[src/rtl/register_file_pkg.sv]
// Shared sizing constants for the register file slice.
package register_file_pkg;
  localparam int REG_ADDR_W_DEFAULT = 3;
  localparam int DATA_W_DEFAULT     = 32;
  localparam int WR_COUNT_W         = 8;
endpackage

[src/rtl/register_file_cells.sv]
// Leaf cells for the register file: regn (storage entry) and muxn (2:1 read mux).
module regn #(
  parameter int N = 32
) (
  input  logic         clk,
  input  logic         rst_n,
  input  logic         ld,
  input  logic [N-1:0] d,
  output logic [N-1:0] q
);
  always_ff @(posedge clk) begin
    if (!rst_n)  q <= '0;
    else if (ld) q <= d;
  end
endmodule

module muxn #(
  parameter int N = 32
) (
  input  logic [N-1:0] a,
  input  logic [N-1:0] b,
  input  logic         sel,
  output logic [N-1:0] y
);
  assign y = sel ? b : a;
endmodule

[src/rtl/register_file.sv]
// 2-read/1-write register file with entry 0 hardwired to zero and a saturating write counter.
// Define REGFILE_BYPASS_EN to forward same-cycle write data to a matching read port.
module register_file
  import register_file_pkg::*;
#(
  parameter int N      = DATA_W_DEFAULT,
  parameter int ADDR_W = REG_ADDR_W_DEFAULT
) (
  input  logic                  clk,
  input  logic                  rst_n,
  input  logic                  we,
  input  logic [ADDR_W-1:0]     waddr,
  input  logic [N-1:0]          wdata,
  input  logic [ADDR_W-1:0]     raddr_a,
  input  logic [ADDR_W-1:0]     raddr_b,
  output logic [N-1:0]          rdata_a,
  output logic [N-1:0]          rdata_b,
  output logic [WR_COUNT_W-1:0] wr_count
);
  localparam int DEPTH = 1 << ADDR_W;

  logic             accept;
  logic [DEPTH-1:0] ld;
  logic [N-1:0]     q  [DEPTH];
  logic [N-1:0]     rd [2];

  assign accept = we && (waddr != '0);

  always_comb begin
    ld = '0;
    if (accept) ld[waddr] = 1'b1;
  end

  // Entry 0 has no storage so it reads zero even before the first reset.
  assign q[0] = '0;
  for (genvar i = 1; i < DEPTH; i++) begin : g_ent
    regn #(.N(N)) u_reg (
      .clk  (clk),
      .rst_n(rst_n),
      .ld   (ld[i]),
      .d    (wdata),
      .q    (q[i])
    );
  end

  // Heap-ordered mux tree per port: node k has children 2k+1/2k+2, leaves at DEPTH-1+i,
  // so the root level selects on the address MSB.
  for (genvar p = 0; p < 2; p++) begin : g_port
    logic [ADDR_W-1:0] sel;
    logic [N-1:0]      node [2*DEPTH-1];

    assign sel = (p == 0) ? raddr_a : raddr_b;

    for (genvar i = 0; i < DEPTH; i++) begin : g_leaf
      assign node[DEPTH-1+i] = q[i];
    end

    for (genvar d = 0; d < ADDR_W; d++) begin : g_lvl
      for (genvar j = 0; j < (1 << d); j++) begin : g_node
        localparam int K = (1 << d) - 1 + j;
        muxn #(.N(N)) u_mux (
          .a  (node[2*K+1]),
          .b  (node[2*K+2]),
          .sel(sel[ADDR_W-1-d]),
          .y  (node[K])
        );
      end
    end

`ifdef REGFILE_BYPASS_EN
    assign rd[p] = (we && (sel != '0) && (waddr == sel)) ? wdata : node[0];
`else
    assign rd[p] = node[0];
`endif
  end

  assign rdata_a = rd[0];
  assign rdata_b = rd[1];

  always_ff @(posedge clk) begin
    if (!rst_n)                         wr_count <= '0;
    else if (accept && wr_count != '1)  wr_count <= wr_count + WR_COUNT_W'(1);
  end
endmodule
[config.mk]
export PLATFORM = sky130hd
export DESIGN_NAME = register_file
export DESIGN_NICKNAME = d
export VERILOG_FILES = /design/src/rtl/register_file_pkg.sv /design/src/rtl/register_file_cells.sv /design/src/rtl/register_file.sv
export SDC_FILE = /design/constraint.sdc
export NUM_CORES = 1
export LEC_CHECK = 0
export ABC_AREA = 1
export CAP_MARGIN = 20
export CELL_PAD_IN_SITES_DETAIL_PLACEMENT = 0
export CELL_PAD_IN_SITES_GLOBAL_PLACEMENT = 2
export CORE_UTILIZATION = 37
export CTS_BUF_LIST = sky130_fd_sc_hd__clkbuf_4
export DETAILED_ROUTE_END_ITERATION = 7
export DONT_BUFFER_PORTS = 1
export GPL_ROUTABILITY_DRIVEN = 0
export PLACE_DENSITY_LB_ADDON = 0.1
export SYNTH_ARGS = -nofsm -noshare
export SYNTH_HDL_FRONTEND = slang
export SYNTH_HIERARCHICAL = 1
export SYNTH_SLANG_ARGS = --single-unit
[constraint.sdc]
create_clock -name clk -period 3.37 [get_ports clk]
set_input_delay 0.8425 -clock clk [delete_from_list [all_inputs] [get_ports clk]]
set_output_delay 0.8425 -clock clk [all_outputs]
set_load 0.02 [all_outputs]
# After elaboration in Yosys (flattened, before gate mapping)
# Cells that the tools add are included.
word_totals:
  output_inout_bits: 72
  reg_bits: 232
  wordCells: 33
op_classes:
  magnitude_cmp: 2
  n_reduce_logical: 4
  mux: 17
  eq_ne: 1
  addsub: 1
op_table:
  columns: ["cell", "n"]
  rows:
  - ["two-way mux 32 bit", 14]
  - ["adder 8 x 1 -> 8 bit (second input constant)", 1]
  - ["two-way mux 8 bit", 1]
  - ["inequality test 8 bit (second input constant)", 1]
  - ["less-than comparator 3 x 4 -> 1 bit (second input constant)", 1]
  - ["demux 1 bit (select 3 bit)", 1]
  - [">= comparator 3 x 1 -> 1 bit (second input constant)", 1]
  - ["logical AND 1 bit", 3]
  - ["nonzero test 3 bit", 1]
  - ["two-way mux 1 bit", 1]

# Depth between registers and ports, before layout
logic_depth:
  word_depth: 5
  ltp_mapped: 9
  depth_no_buf: 7

# Modules after synthesis
# Netlist, hierarchy kept.
by_module_without_submodules:
  columns: ["module", "n_inst", "seq_area_each_um2", "area_per_inst_um2", "cells_per_inst"]
  rows:
  - ["regn", 7, 640.6, 1335.0, 202]
  - ["muxn", 14, 0.0, 491.7, 104]
  - ["register_file", 1, 160.2, 583.1, 95]

# Worst setup path before layout
# No wires, ideal clock.
synth_path:
  kind: "input to output"
  start: "input port raddr_a[0]"
  end: "output port rdata_a[0]"
  setup_slack_ns: 0.995
  path_buffers: 2
  cell_stages: 9
  arrival_ns: 1.532
  cell_sequence: "buf_6 inv_8 buf_12 nand2_2 nand2_1 nand2_1 nand2_1 nand2_2 nand2_1"
synth_lines:
  columns: ["item", "line_no", "text"]
  rows:
  - ["from (decl)", "register_file.sv:14", "input logic [ADDR_W-1:0] raddr_a,"]
  - ["to (decl)", "register_file.sv:16", "output logic [N-1:0] rdata_a,"]

==> metrics.csv <==
metric,value,unit
Hold Crit Depth,2,
total track usage,0.251,
clock buffer depth,3,
fillers,5152,
Most used DFF post-synth,dfxtp_1,
Crit. End Element,primary output,
DIE HEIGHT,215,um
Hold Buf Count CTS,0,
grt ovf,0,
first-pass GRT wire length,89.9,mm
Fmax,374,MHz
R2R cell count,7,
nets,2994,
Yosys reg bits,232,
ys async rst share,0,
Routed WL,57.3,mm
post-synthesis mux area share,0,
Setup TNS,0,ps
leak pwr,0.00946,uW
Post-synth EDFFs,0,
Root Buffer,clkbuf_4,
main combinational cell family by area after synthesis,simple AND/OR/NAND/NOR gates,
P&R area growth vs syn,0.320,%
clock sinks,232,
Pwr Density,391,nW/um^2
Yosys cell types,28,
Die X,215,um
I/O pin count,116,
initial antenna violation count,1,
# H-tree levels,3,
Post-CTS Setup Inserts,0,
"top cells by count, synth","1682 x nand2_1, 465 x nor2_1, 234 x inv_1, 232 x dfxtp_1, 141 x nand2_2",
Synth Area in XOR/XNOR,0.000521,
area share of the largest cell type after synthesis,0.376,
"Clk pin slew, worst setup/hold paths",60,ps
Vias/cell,4.52,
status,completed,
Setup Skew,9.63,ps
final-report max-slew violation count,0,
number of gates resized after cts,0,
ratio of cells with drive above 1 in the final layout,0.0980,
# rows,77,
post-synthesis sequential area ratio,0.276,
DR WL/cell,16.0,um
Crit Path Max Fanout,132,
CTS tree,yes,
Initial Util,0.378,
Synth Area in Compound Gates,0.00394,
CP Class,input pin to primary output,
VDD IR max,216,uV
Hold Path Class,input pin to flip-flop,
max-cap violation count,0,
core area,44500,um^2
number of global-route vias before repair,15300,
pin count of the biggest net entering global routing,229,
length of routed wiring on met1,27.7,mm
"count leader, synth",nand2_1,
Die ar.,46300,um^2
Worst setup SP type,input pin,
Top Layer Used,met4,
total power,6600,uW
CP Data Arrival Time,1830,ps
RSZ-0062 raised after global routing,no,
Synth area leader,nand2_1,
Final Hold Viols,0,
dpl ws,775,ps
first-pass iteration count of the detailed router,5,
detailed-route via count,16200,
"Worst Setup Slack, final",697,ps
final design utilization,0.379,
clk_lat worst skew,760,ps
met3 wire len,2.83,mm
critical path data required time,2530,ps
Syn Inst Count,2965,
fin crit share,0.793,
# setup viols final,0,
clock buffer count from CTS,77,
adder-cell share of the synthesized area,0.000744,
Met2 Routed Length,25.6,mm
port buffer count,0,
number of DRC markers in iteration 0,904,
hpwl dp,31.5,mm
Mean Syn Cell Area,5.67,um^2
"Cell Area, Synth",16800,um^2
Antenna Nets Post-Route,0,
Area contributors post-synth,"nand2_1 38%, dfxtp_1 28%, nor2_1 10%",
Tmin final,2670,ps
Post-Synth Simple-Gate Area,0.538,
Yosys Warn Count,6,
# DRC,0,
kinds of logic after synthesis:
logic type / after synthesis
buf+inv: 418
compound gates: 10
fa+ha+maj: 1
flops: 232
other cells: 1
xor+xnor: 1
simple gates: 2302
worst max-delay path, stage by stage:
cell     delay (ps)
inv_8           300
nand2_1          90
nand2_1          70
nand2_1          50
nand2_1          60
nand2_1          90
nand2_1         260
cells in the final DEF, fill, tap and decap left out, types with 2 or more instances in the layout:
cell	Yosys	routed
clkinv_1	0	17
buf_4	0	6
nor2_1	465	459
inv_2	1	7
clkinv_2	1	2
a21oi_1	6	6
dfxtp_1	232	232
nor3_2	1	2
conb_1	1	64
buf_12	14	4
clkbuf_4	0	106
nor2_4	1	7
nand2_2	141	141
inv_8	14	14
nand2_1	1682	1682
nand3_1	7	7
inv_1	234	234
layout make-up:
class / count / area, um^2 / share of cell area
Antenna cell: 1 / 2.50 / 0.000148
Clock buffer: 106 / 796 / 0.0472
Clock inverter: 24 / 91.3 / 0.00542
Inverter: 250 / 1040 / 0.0619
Multi-Input combinational cell: 2378 / 9420 / 0.559
Sequential cell: 232 / 4640 / 0.275
Tap cell: 592 / 741 / 0.0439
Timing Repair Buffer: 10 / 125 / 0.00742
flip-flops by register name, indices dropped and copies added (netlist names):
| name | count |
|---|---|
| g_ent.u_reg/q | 224 |
| wr_count | 8 |
metrics by stage:
step | hold slack [ps] | std cells | cell area, um^2
finish | 225 | 3593 | 16900
global route | 166 | 3593 | 16900
CTS | 137 | 3592 | 16900
detailed placement | 476 | 3462 | 16000
global placement | 474 | 3462 | 16000
floorplan | 463 | 3028 | 17000
power by group:
group	internal (uW)	total, uW	switching, uW
clock network	1440	2820	1380
logic	269	859	590
registers	2840	2920	83.6
metal layers:
metal / vias up / GRT usage
met3: 85 / 0.0436
met5: - / 0
li1: 8522 / -
met1: 7297 / 0.333
met4: 0 / 0.0797
met2: 342 / 0.410
path summary, 6_finish.rpt:
path                   startpoint                   end  slack, ps
max                    raddr_a[0]           rdata_a[23]        700
min                         rst_n           wr_count[1]        220
max reg2reg           wr_count[1]           wr_count[4]       1820
min reg2reg  g_ent[4].u_reg/q[20]  g_ent[4].u_reg/q[20]        480
Note: power is estimated with default switching activity, not from simulation.
